==> src/rtl/mesi_ccu_pkg.sv <==
// -----------------------------------------------------------------------------
// mesi_pkg
// Shared types and helpers for the MESI cache coherence unit (mesi_ccu).
//   mesi_t          : MESI line state (M=00, E=01, S=10, I=11)
//   ccu_state_t     : coherence unit FSM states
//   mesi_resolve_t  : {requester state, snooped-core state}
//   mesi_resolve()  : maps (is_write, snoop_hit) to the new states
// -----------------------------------------------------------------------------
package mesi_pkg;

  typedef enum logic [1:0] {
    MESI_M = 2'b00,
    MESI_E = 2'b01,
    MESI_S = 2'b10,
    MESI_I = 2'b11
  } mesi_t;

  typedef enum logic [1:0] {
    ST_IDLE,
    ST_SNOOP,
    ST_MEM_RD,
    ST_RESPOND
  } ccu_state_t;

  typedef struct packed {
    mesi_t req_state;
    mesi_t snp_state;
  } mesi_resolve_t;

  // A write always takes ownership (M) and invalidates the other copy; a read
  // shares the line when the other core has it, otherwise gets it exclusive.
  // The snooped state is only meaningful on a hit.
  function automatic mesi_resolve_t mesi_resolve(input logic is_write,
                                                 input logic snoop_hit);
    mesi_resolve_t r;
    if (is_write) begin
      r.req_state = MESI_M;
      r.snp_state = MESI_I;
    end else if (snoop_hit) begin
      r.req_state = MESI_S;
      r.snp_state = MESI_S;
    end else begin
      r.req_state = MESI_E;
      r.snp_state = MESI_I;
    end
    return r;
  endfunction

endpackage

==> src/rtl/mesi_ccu_rr_arbiter2.sv <==
// -----------------------------------------------------------------------------
// rr_arbiter2
// Two-way round-robin arbiter. Grant is combinational from req; on a tie the
// core not granted last time wins. The pointer advances only when update is
// strobed with a non-zero grant. After reset core 0 wins the first tie.
//   clk, rst      : clock, synchronous active-high reset
//   req[1:0]      : request per core
//   update        : accept the current grant (advance the pointer)
//   grant[1:0]    : one-hot grant
// -----------------------------------------------------------------------------
module rr_arbiter2 (
  input  logic       clk,
  input  logic       rst,
  input  logic [1:0] req,
  input  logic       update,
  output logic [1:0] grant
);

  logic last_q;  // core that was granted most recently

  // NOTE: every combinational output gets a default first so no path can
  // leave it unassigned and infer a latch.
  always_comb begin
    grant = 2'b00;
    case (req)
      2'b01:   grant = 2'b01;
      2'b10:   grant = 2'b10;
      2'b11:   grant = last_q ? 2'b01 : 2'b10;
      default: grant = 2'b00;
    endcase
  end

  // NOTE: sequential state uses non-blocking assignments so every flop
  // samples pre-edge values regardless of process ordering.
  always_ff @(posedge clk) begin
    if (rst)                    last_q <= 1'b1;
    else if (update && |grant)  last_q <= grant[1];
  end

endmodule

==> src/rtl/mesi_ccu.sv <==
// -----------------------------------------------------------------------------
// mesi_ccu
// Coherence unit between two L1 controllers and next-level memory. Arbitrates
// a miss, snoops the other L1, sources data from the snoop hit or memory, and
// returns the word with the requester's new MESI state; the snooped core is
// told its new state on a hit.
// Optional: define MESI_CCU_SNOOP_TIMEOUT_EN to treat a snoop that does not
// complete within SNOOP_TIMEOUT cycles as a miss.
// Ports:
//   clk, rst                   : clock, synchronous active-high reset
//   req, wr, addr0, addr1      : per-core miss request, type, address
//   ccu_ready, data_out, upd_state : response pulse, word, requester state
//   bs_req, snoop_addr         : snoop request (level) and address
//   snoop_done, bs_resp, snoop_data0/1 : snoop completion, hit, data
//   snoop_upd_state, snoop_upd_valid   : new state pulse to snooped core
//   mem_rd, mem_addr, mem_rdata, mem_valid : memory read handshake
// -----------------------------------------------------------------------------
module mesi_ccu
  import mesi_pkg::*;
#(
  parameter int ADDR_W        = 32,
  parameter int DATA_W        = 32,
  parameter int SNOOP_TIMEOUT = 16
) (
  input  logic              clk,
  input  logic              rst,
  input  logic [1:0]        req,
  input  logic [1:0]        wr,
  input  logic [ADDR_W-1:0] addr0,
  input  logic [ADDR_W-1:0] addr1,
  output logic [1:0]        ccu_ready,
  output logic [DATA_W-1:0] data_out,
  output logic [1:0]        upd_state,
  output logic [1:0]        bs_req,
  output logic [ADDR_W-1:0] snoop_addr,
  input  logic [1:0]        snoop_done,
  input  logic [1:0]        bs_resp,
  input  logic [DATA_W-1:0] snoop_data0,
  input  logic [DATA_W-1:0] snoop_data1,
  output logic [1:0]        snoop_upd_state,
  output logic [1:0]        snoop_upd_valid,
  output logic              mem_rd,
  output logic [ADDR_W-1:0] mem_addr,
  input  logic [DATA_W-1:0] mem_rdata,
  input  logic              mem_valid
);

  if (SNOOP_TIMEOUT < 1) begin : g_bad_timeout
    $fatal(1, "SNOOP_TIMEOUT must be at least 1");
  end

  ccu_state_t    state_q, state_d;
  logic          gnt_q;      // granted core
  logic          wr_q;       // granted request is a write miss
  logic          hit_q;      // snoop found a valid copy
  logic [ADDR_W-1:0] addr_q;
  logic [DATA_W-1:0] data_q;
  logic [1:0]    grant;
  logic          grant_en;
  logic          snp;        // the core being snooped (the other one)
  mesi_resolve_t res;

  assign snp      = ~gnt_q;
  assign grant_en = (state_q == ST_IDLE) && (|req);
  assign res      = mesi_resolve(wr_q, hit_q);

  rr_arbiter2 u_arb (
    .clk    (clk),
    .rst    (rst),
    .req    (req),
    .update (grant_en),
    .grant  (grant)
  );

`ifdef MESI_CCU_SNOOP_TIMEOUT_EN
  localparam int TO_W = $clog2(SNOOP_TIMEOUT + 1);
  logic [TO_W-1:0] to_cnt_q;
  logic            to_expired;

  // Counts cycles spent in SNOOP; restarts on every entry.
  always_ff @(posedge clk) begin
    if (rst || state_q != ST_SNOOP) to_cnt_q <= '0;
    else                            to_cnt_q <= to_cnt_q + 1'b1;
  end
  assign to_expired = (to_cnt_q == TO_W'(SNOOP_TIMEOUT - 1));
`else
  logic to_expired;
  assign to_expired = 1'b0;
`endif

  // State register
  always_ff @(posedge clk) begin
    if (rst) state_q <= ST_IDLE;
    else     state_q <= state_d;
  end

  // Next-state logic
  always_comb begin
    state_d = state_q;
    case (state_q)
      ST_IDLE:    if (|req) state_d = ST_SNOOP;
      ST_SNOOP: begin
        if (snoop_done[snp]) state_d = bs_resp[snp] ? ST_RESPOND : ST_MEM_RD;
        else if (to_expired) state_d = ST_MEM_RD;
      end
      ST_MEM_RD:  if (mem_valid) state_d = ST_RESPOND;
      ST_RESPOND: state_d = ST_IDLE;
      default:    state_d = ST_IDLE;
    endcase
  end

  // Transaction context: captured at grant, filled in by snoop or memory.
  always_ff @(posedge clk) begin
    if (rst) begin
      gnt_q  <= 1'b0;
      wr_q   <= 1'b0;
      hit_q  <= 1'b0;
      addr_q <= '0;
      data_q <= '0;
    end else begin
      case (state_q)
        ST_IDLE: if (|req) begin
          gnt_q  <= grant[1];
          wr_q   <= grant[1] ? wr[1] : wr[0];
          addr_q <= grant[1] ? addr1 : addr0;
          hit_q  <= 1'b0;
        end
        ST_SNOOP: if (snoop_done[snp] && bs_resp[snp]) begin
          hit_q  <= 1'b1;
          data_q <= snp ? snoop_data1 : snoop_data0;
        end
        ST_MEM_RD: if (mem_valid) data_q <= mem_rdata;
        default: ;
      endcase
    end
  end

  // Outputs decode from registered state only, so reset forces them all low.
  always_comb begin
    ccu_ready       = '0;
    data_out        = '0;
    upd_state       = '0;
    bs_req          = '0;
    snoop_addr      = '0;
    snoop_upd_state = '0;
    snoop_upd_valid = '0;
    mem_rd          = 1'b0;
    mem_addr        = '0;
    case (state_q)
      ST_SNOOP: begin
        bs_req[snp] = 1'b1;
        snoop_addr  = addr_q;
      end
      ST_MEM_RD: begin
        mem_rd   = 1'b1;
        mem_addr = addr_q;
      end
      ST_RESPOND: begin
        ccu_ready[gnt_q] = 1'b1;
        data_out         = data_q;
        upd_state        = res.req_state;
        if (hit_q) begin
          snoop_upd_valid[snp] = 1'b1;
          snoop_upd_state      = res.snp_state;
        end
      end
      default: ;
    endcase
  end

endmodule

==> config.mk <==
export PLATFORM = sky130hd
export DESIGN_NAME = mesi_ccu
export DESIGN_NICKNAME = d
export VERILOG_FILES = /design/src/rtl/mesi_ccu_pkg.sv /design/src/rtl/mesi_ccu_rr_arbiter2.sv /design/src/rtl/mesi_ccu.sv
export SDC_FILE = /design/constraint.sdc
export NUM_CORES = 1
export LEC_CHECK = 0
export CORE_AREA = 2 2 107 109
export DETAILED_ROUTE_END_ITERATION = 10
export DIE_AREA = 0 0 109 111
export DONT_BUFFER_PORTS = 1
export PLACE_DENSITY = 0.51
export SLEW_MARGIN = 20
export SYNTH_ARGS = -nofsm -noshare
export SYNTH_HDL_FRONTEND = slang
export SYNTH_SLANG_ARGS = --single-unit
==> constraint.sdc <==
create_clock -name clk -period 5.1 [get_ports clk]
set_input_delay 1.02 -clock clk [delete_from_list [all_inputs] [get_ports clk]]
set_output_delay 1.02 -clock clk [all_outputs]
set_load 0.05 [all_outputs]
==> metrics.cfg, run 1 <==
[min_path]
holdCritStartpoint = data_q[22]$_SDFFE_PP0P_
holdPathEnd = data_q[22]$_SDFFE_PP0P_
min_path_cells = 2
worstHoldPathType = reg -> reg

[setup_path]
r2r_start = state_q[0]$_SDFFE_PP0P_
crit_buf_inv = 0
path_class = reg -> out
r2r_slack_ns = 2.21
slowest_delay_ns = 0.74
r2r_cells = 8
cp_max_fo = 38
arrival_ns = 2.25
crit_path_start = state_q[1]$_SDFFE_PP0P_
crit_family = simple AND/OR/NAND/NOR gates
cp.required_ns = 4.08
end_kind = output pin
r2r_end = data_q[11]$_SDFFE_PP0P_
cp-start-kind = flip-flop
cp_cell_sequence = ha_2 > nand2_1 > nor2_1
cp_slowest_cell = nor2_1

[pwr]
p_comb_frac = 0.442
swShare = 0.446
powerDensity_nw_per_um2 = 599
clkPwrFrac = 0.255
pwr-share-seq = 0.303
power.leakage_nw = 1.70
p_int_w = 0.00153
ir_drop_mv = 0.217
power_switching_w = 0.00124

[layout]
n_antenna_cell = 0
final_cell_area_um2 = 4630
syn_to_final_growth_pct = 8.79
fin_cells = 668
drive_above_1_share = 0.0610
nets = 696

[timing]
period_minus_slack_ns = 3.27
worst_pin_slew_ns = 0.944
slew_headroom = 0.369
hold_violations = 0
clock_skew_ns = 0.00536
final_max_slew_viol_count = 0
post-route-period-util = 0.641
fin_setup_tns_ns = 0
fmax_mhz = 306
rsz0062_at_grt = false
setup_violations = 0

[yosys]
seq_area_frac_synth = 0.329
synth_area_per_cell_um2 = 7.71
yosys_warnings = 0
syn_inst = 552
ys_types = 32
synth_seq_cells = 70
syn_nets = 728
synth_area_um2 = 4260

[routing]
wl_um = 11100
drtPass1Iterations = 5
num_vias = 3585
ant_nets = 0
vias_per_cell = 5.37
drt-wirelength-per-cell_um = 16.6
drc = 0
drt-initial-drc-count = 132

[placed_design]
gp_congestion = 0.724
place_area_um2 = 4290
placedCellCount = 652
hpwl_um = 7960
port_buffers = 0

[clock_network]
clock_path_buffers = 2
cts.sinks = 70
cts_tree = yes
htreeDepth = 3
clk_latency_ns = 0.33
clkSlewWorstSetupHoldPaths_ns = 0.05
cts-resized-gates = 0
cts_hold_buf = 0
cts_made_buffers = 9
post-cts-setup-buffer-count = 0
ctsRootBufferMaster = clkbuf_16

[floorplan]
fp.dieH_um = 111
die_width_um = 109
initial_core_util = 0.384
pin_count = 278
die_area_um2 = 12100
rows = 39
core_um2 = 11100

[global_routing]
grt-ovfl-total = 0
grt_usage = 0.179
grt_pass1_wl_um = 16700
antenna_found_initial = 0
first_global_vias = 3298
grt_start_max_net_pins = 72

[run]
drv_cap = 0

[status]
outcome = finished clean

## worst max path at each step
stage | depth (start not counted) | end
after global placement | 3 | upd_state[1]
after CTS | 3 | upd_state[1]
after detailed placement | 3 | upd_state[1]
after global routing | 3 | upd_state[1]
after floorplan | 6 | mem_addr[10]
final | 3 | upd_state[1]
## layout by cell type, fill, tap and decap left out, drive strengths merged
master / count
nor3: 1
a32oi: 1
ha: 5
and2: 98
nand2: 97
bufinv: 3
a211oi: 33
nor2: 39
a221o: 1
a21boi: 1
nor3b: 1
or3: 1
clkinv: 3
buf: 6
o21ai: 33
a21oi: 36
inv: 3
a31o: 1
a31oi: 2
clkbuf: 9
nand3: 1
or2: 1
o31ai: 1
a22oi: 1
nand3b: 1
and3: 2
nor2b: 4
clkinvlp: 1
mux2i: 68
dfxtp: 70
mux2: 1
## sequential cells by signal, indices dropped and copies added (netlist names)
register      flops
hit_q             1
u_arb.last_q      1
addr_q           32
state_q           2
wr_q              1
gnt_q             1
data_q           32
## per-stage QoR
| stage | utilization | hold slack, ns | total power [W] | setup WS (ns) |
|---|---|---|---|---|
| floorplan | - | 0.432 | 0.00191 | 2.07 |
| global placement | 0.387 | 0.433 | 0.00207 | 1.87 |
| detailed placement | 0.387 | 0.439 | 0.00210 | 1.69 |
| CTS | 0.418 | 0.446 | 0.00282 | 1.37 |
| global route | 0.418 | 0.458 | 0.00298 | 1.58 |
| finish | 0.418 | 0.444 | 0.00277 | 1.83 |
## layer usage
layer  up-vias  GRT usage  wire (µm)
met5         -          0          0
li1       1793          -          -
met3        10     0.0464       1040
met1      1606      0.201       4310
met2       176      0.318       5640
met4         0     0.0658        127
## logic make-up after synthesis
family / Yosys count / share of synthesized area
compound gates: 110 / 0.156
buf+inv: 52 / 0.0562
flops: 70 / 0.329
mux: 69 / 0.163
fa+ha+maj: 5 / 0.0147
simple gates: 246 / 0.282
## layout make-up
cell class	count	area, µm²
fill	1124	6450
multi-input combinational	430	2650
sequential	70	1400
clock buffer	9	225
tap	143	179
clock inverter	7	113
timing repair buffer	6	45.0
inverter	3	11.3
## tightest hold or removal path, cell delays in order (launching register included)
cell and delay (ns):
dfxtp_1 0.30, nand2_1 0.05, a21oi_1 0.05
## power groups by stage
| stage | Combinational [W] | Clock, W | Sequential, W |
|---|---|---|---|
| detailed placement | 0.00125 | 0 | 0.000856 |
| finish | 0.00123 | 0.000707 | 0.000841 |
| global route | 0.00136 | 0.000752 | 0.000868 |
| global placement | 0.00122 | 0 | 0.000851 |
| CTS | 0.00125 | 0.000729 | 0.000845 |
| floorplan | 0.00111 | 0 | 0.000801 |
## Yosys cell counts (all sizes together)
cell type | instances | area (µm²)
mux2i | 68 | 681
nor2b | 4 | 25.0
mux2 | 1 | 11.3
ha | 5 | 62.6
a32oi | 1 | 8.76
a31oi | 2 | 18.8
nand3b | 1 | 7.51
a31o | 1 | 8.76
inv | 3 | 11.3
a21oi | 36 | 180
clkbuf | 28 | 105
nor3b | 1 | 7.51
a221o | 1 | 10.0
nand2 | 97 | 364
a211oi | 33 | 248
a21boi | 1 | 7.51
or2 | 1 | 6.26
or3 | 1 | 6.26
o31ai | 1 | 7.51
dfxtp | 70 | 1400
nand3 | 1 | 5.00
nor3 | 1 | 5.00
o21ai | 33 | 165
and3 | 2 | 12.5
nor2 | 39 | 146
and2 | 98 | 613
buf | 21 | 123
a22oi | 1 | 7.51
(Power assumes the default switching activity.)
==> run 2: changes to the inputs <==
Settings changed: CORE_AREA 2 2 107 109 to 2 2 109 111, DIE_AREA 0 0 109 111 to 0 0 111 113, PLACE_DENSITY 0.51 to 0.52.
Clock period 5.1 ns to 2.69 ns, I/O delays scaled along.
==> run 2 against run 1 <==
Effect of this change:
- final cell count up 16%
- flip-flop and latch count unchanged
- largest power group unchanged
- clock power up 78%
- clock skew down 0.00072 ns
- power up 99%
- first-iteration DRC count up 18%
- register-to-register slack worse by 1.7 ns
- sequential power up 87%
==> metrics.cfg, run 2 (synthesis gave the netlist of run 1 again) <==
[setup_path]
cp.required_ns = 2.15  ; was 4.08 ns
cp_max_fo = 35  ; was 38
cp-start-kind = flip-flop  ; unchanged
r2r_cells = 6  ; was 8
slowest_delay_ns = 0.37  ; was 0.74 ns
cp_slowest_cell = ha_4  ; was nor2_1
crit_path_frequent_cell = buf_4
crit_buf_inv = 3  ; was 0
path_class = reg -> out  ; unchanged
crit_family = buffers and inverters  ; was simple AND/OR/NAND/NOR gates
r2r_end = data_q[3]$_SDFFE_PP0P_  ; was data_q[11]$_SDFFE_PP0P_
cp_cell_sequence = inv_1 > ha_4 > buf_4 > and2_1 > buf_4  ; was ha_2 > nand2_1 > nor2_1
r2r_start = state_q[0]$_SDFFE_PP0P_  ; unchanged
r2r_slack_ns = 0.56  ; was 2.21 ns
arrival_ns = 1.93  ; was 2.25 ns
end_kind = output pin  ; unchanged

[layout]
drive_above_1_share = 0.221  ; was 0.0610
final_cell_mix = buf_4, and2_1, nand2_1  ; was and2_1, nand2_1, dfxtp_1
nets = 805  ; was 696
seq_area_um2 = 1400  ; unchanged
postLayoutCoreUtil = 0.486  ; was 0.418
syn_to_final_growth_pct = 28.7  ; was 8.79%
n_fill_cell = 1110  ; was 1124
multi_input_area_um2 = 2660  ; was 2650 µm²
biggestRegsByFlops = addr_q (32), data_q (32), state_q (2)  ; unchanged
n_antenna_cell = 0  ; unchanged
layout_commonest_cell = buf_4  ; was and2_1

[clock_network]
cts-resized-gates = 0  ; unchanged
cts_made_buffers = 9  ; unchanged
cts_tree = yes  ; unchanged
post-cts-setup-buffer-count = 0  ; unchanged
ctsRootBufferMaster = clkbuf_16  ; unchanged
cts.sinks = 70  ; unchanged
clock_path_buffers = 2  ; unchanged
htreeDepth = 3  ; unchanged
cts_hold_buf = 0  ; unchanged
clkSlewWorstSetupHoldPaths_ns = 0.06  ; was 0.05 ns
clk_latency_ns = 0.32  ; was 0.33 ns

[placed_design]
hpwl_um = 8560  ; was 7960 µm
gp_congestion = 0.777  ; was 0.724
port_buffers = 0  ; unchanged
pre_cts_ws_ns = 0.511  ; was 1.69 ns

[timing]
layout_setup_ws_ns = 0.226  ; was 1.83 ns
hold_violations = 0  ; unchanged
post-route-period-util = 0.916
setup_violations = 0  ; unchanged
rsz0062_at_grt = false  ; unchanged
period_minus_slack_ns = 2.46
clock_skew_ns = 0.00464  ; was 0.00536 ns
final_max_slew_viol_count = 0  ; unchanged
worst_pin_slew_ns = 0.845  ; was 0.944 ns
slew_headroom = 0.437  ; was 0.369
fmax_mhz = 406
fin_setup_tns_ns = 0  ; unchanged

[pwr]
pwr-share-seq = 0.285  ; was 0.303
power.leakage_nw = 2.30  ; was 1.70 nW
p_comb_frac = 0.486  ; was 0.442
swShare = 0.436  ; was 0.446
ir_drop_mv = 0.507  ; was 0.217 mV
powerDensity_nw_per_um2 = 1000  ; was 599 nW/µm²
clkPwrFrac = 0.229  ; was 0.255
p_int_w = 0.00311  ; was 0.00153 W
power_switching_w = 0.00240  ; was 0.00124 W
total_power_w = 0.00551  ; was 0.00277 W

[routing]
wl_met1_um = 4570  ; was 4310 µm
num_vias = 3864  ; was 3585
drt-wirelength-per-cell_um = 14.8  ; was 16.6 µm
top_layer = met4  ; unchanged
met3_wirelength_um = 880  ; was 1040 µm
wl_met2_um = 5920  ; was 5640 µm
wl_um = 11500  ; was 11100 µm
drt-initial-drc-count = 156  ; was 132
vias_per_cell = 4.97  ; was 5.37
drtPass1Iterations = 4  ; was 5
drc = 0  ; unchanged
ant_nets = 0  ; unchanged

[floorplan]
die_width_um = 111  ; was 109 µm
fp.dieH_um = 113  ; was 111 µm
die_area_um2 = 12500  ; was 12100 µm²
initial_core_util = 0.378  ; was 0.384
pin_count = 278  ; unchanged
core_um2 = 11300  ; was 11100 µm²
rows = 39  ; unchanged

[min_path]
holdCritStartpoint = rst  ; was data_q[22]$_SDFFE_PP0P_
worstHoldPathType = in -> reg  ; was reg -> reg
min_path_cells = 1  ; was 2
holdPathEnd = data_q[9]$_SDFFE_PP0P_  ; was data_q[22]$_SDFFE_PP0P_

[run]
drv_cap = 0  ; unchanged

[global_routing]
grt_pass1_wl_um = 18100  ; was 16700 µm
first_global_vias = 3757  ; was 3298
antenna_found_initial = 0  ; unchanged
grt-ovfl-total = 0  ; unchanged
grt_usage = 0.175  ; was 0.179
grt_start_max_net_pins = 72  ; unchanged

[status]
outcome = finished clean  ; unchanged

-- run 2: power by group through the flow --
stage / registers, W / clock network [W] / logic, W
after global routing: 0.00162 / 0.00135 / 0.00298
after detailed placement: 0.00159 / 0 / 0.00272
final: 0.00157 / 0.00126 / 0.00268
after CTS: 0.00157 / 0.00130 / 0.00272
after floorplan: 0.00152 / 0 / 0.00210
after global placement: 0.00158 / 0 / 0.00268
-- run 2: worst max-delay path by stage --
stage	from	endpoint	slack, ns	depth (start not counted)
4_1_cts	state_q[0]$_SDFFE_PP0P_	mem_addr[6]	0.21	5
3_3_place_gp	state_q[0]$_SDFFE_PP0P_	data_q[6]$_SDFFE_PP0P_	0.59	6
5_1_grt	state_q[0]$_SDFFE_PP0P_	mem_addr[6]	0.07	5
6_report	state_q[0]$_SDFFE_PP0P_	mem_addr[6]	0.23	5
3_5_place_dp	state_q[0]$_SDFFE_PP0P_	data_q[3]$_SDFFE_PP0P_	0.51	6
2_1_floorplan	state_q[0]$_SDFFE_PP0P_	mem_addr[10]	0.14	6
-- run 2: area by class of cell --
type                    instances  share of cell area
repair buffers                115               0.164
clock inverters                 7              0.0180
flip-flops and latches         70               0.256
clock buffers                   9              0.0411
inverters                       3             0.00206
well taps                     143              0.0327
multi-input cells             430               0.486
-- run 2: metal layers --
layer	up-vias	GRT usage
met2	157	0.328
met3	6	0.0493
met5	-	0
met1	1685	0.198
li1	2016	-
met4	0	0.0417
-- run 2: stage by stage --
stage | hold slack [ns] | instances | cell area [µm²]
after floorplan | 0.432 | 552 | 4260
after global routing | 0.271 | 777 | 5480
after global placement | 0.432 | 761 | 5150
after CTS | 0.270 | 777 | 5480
final | 0.286 | 777 | 5480
after detailed placement | 0.437 | 761 | 5150
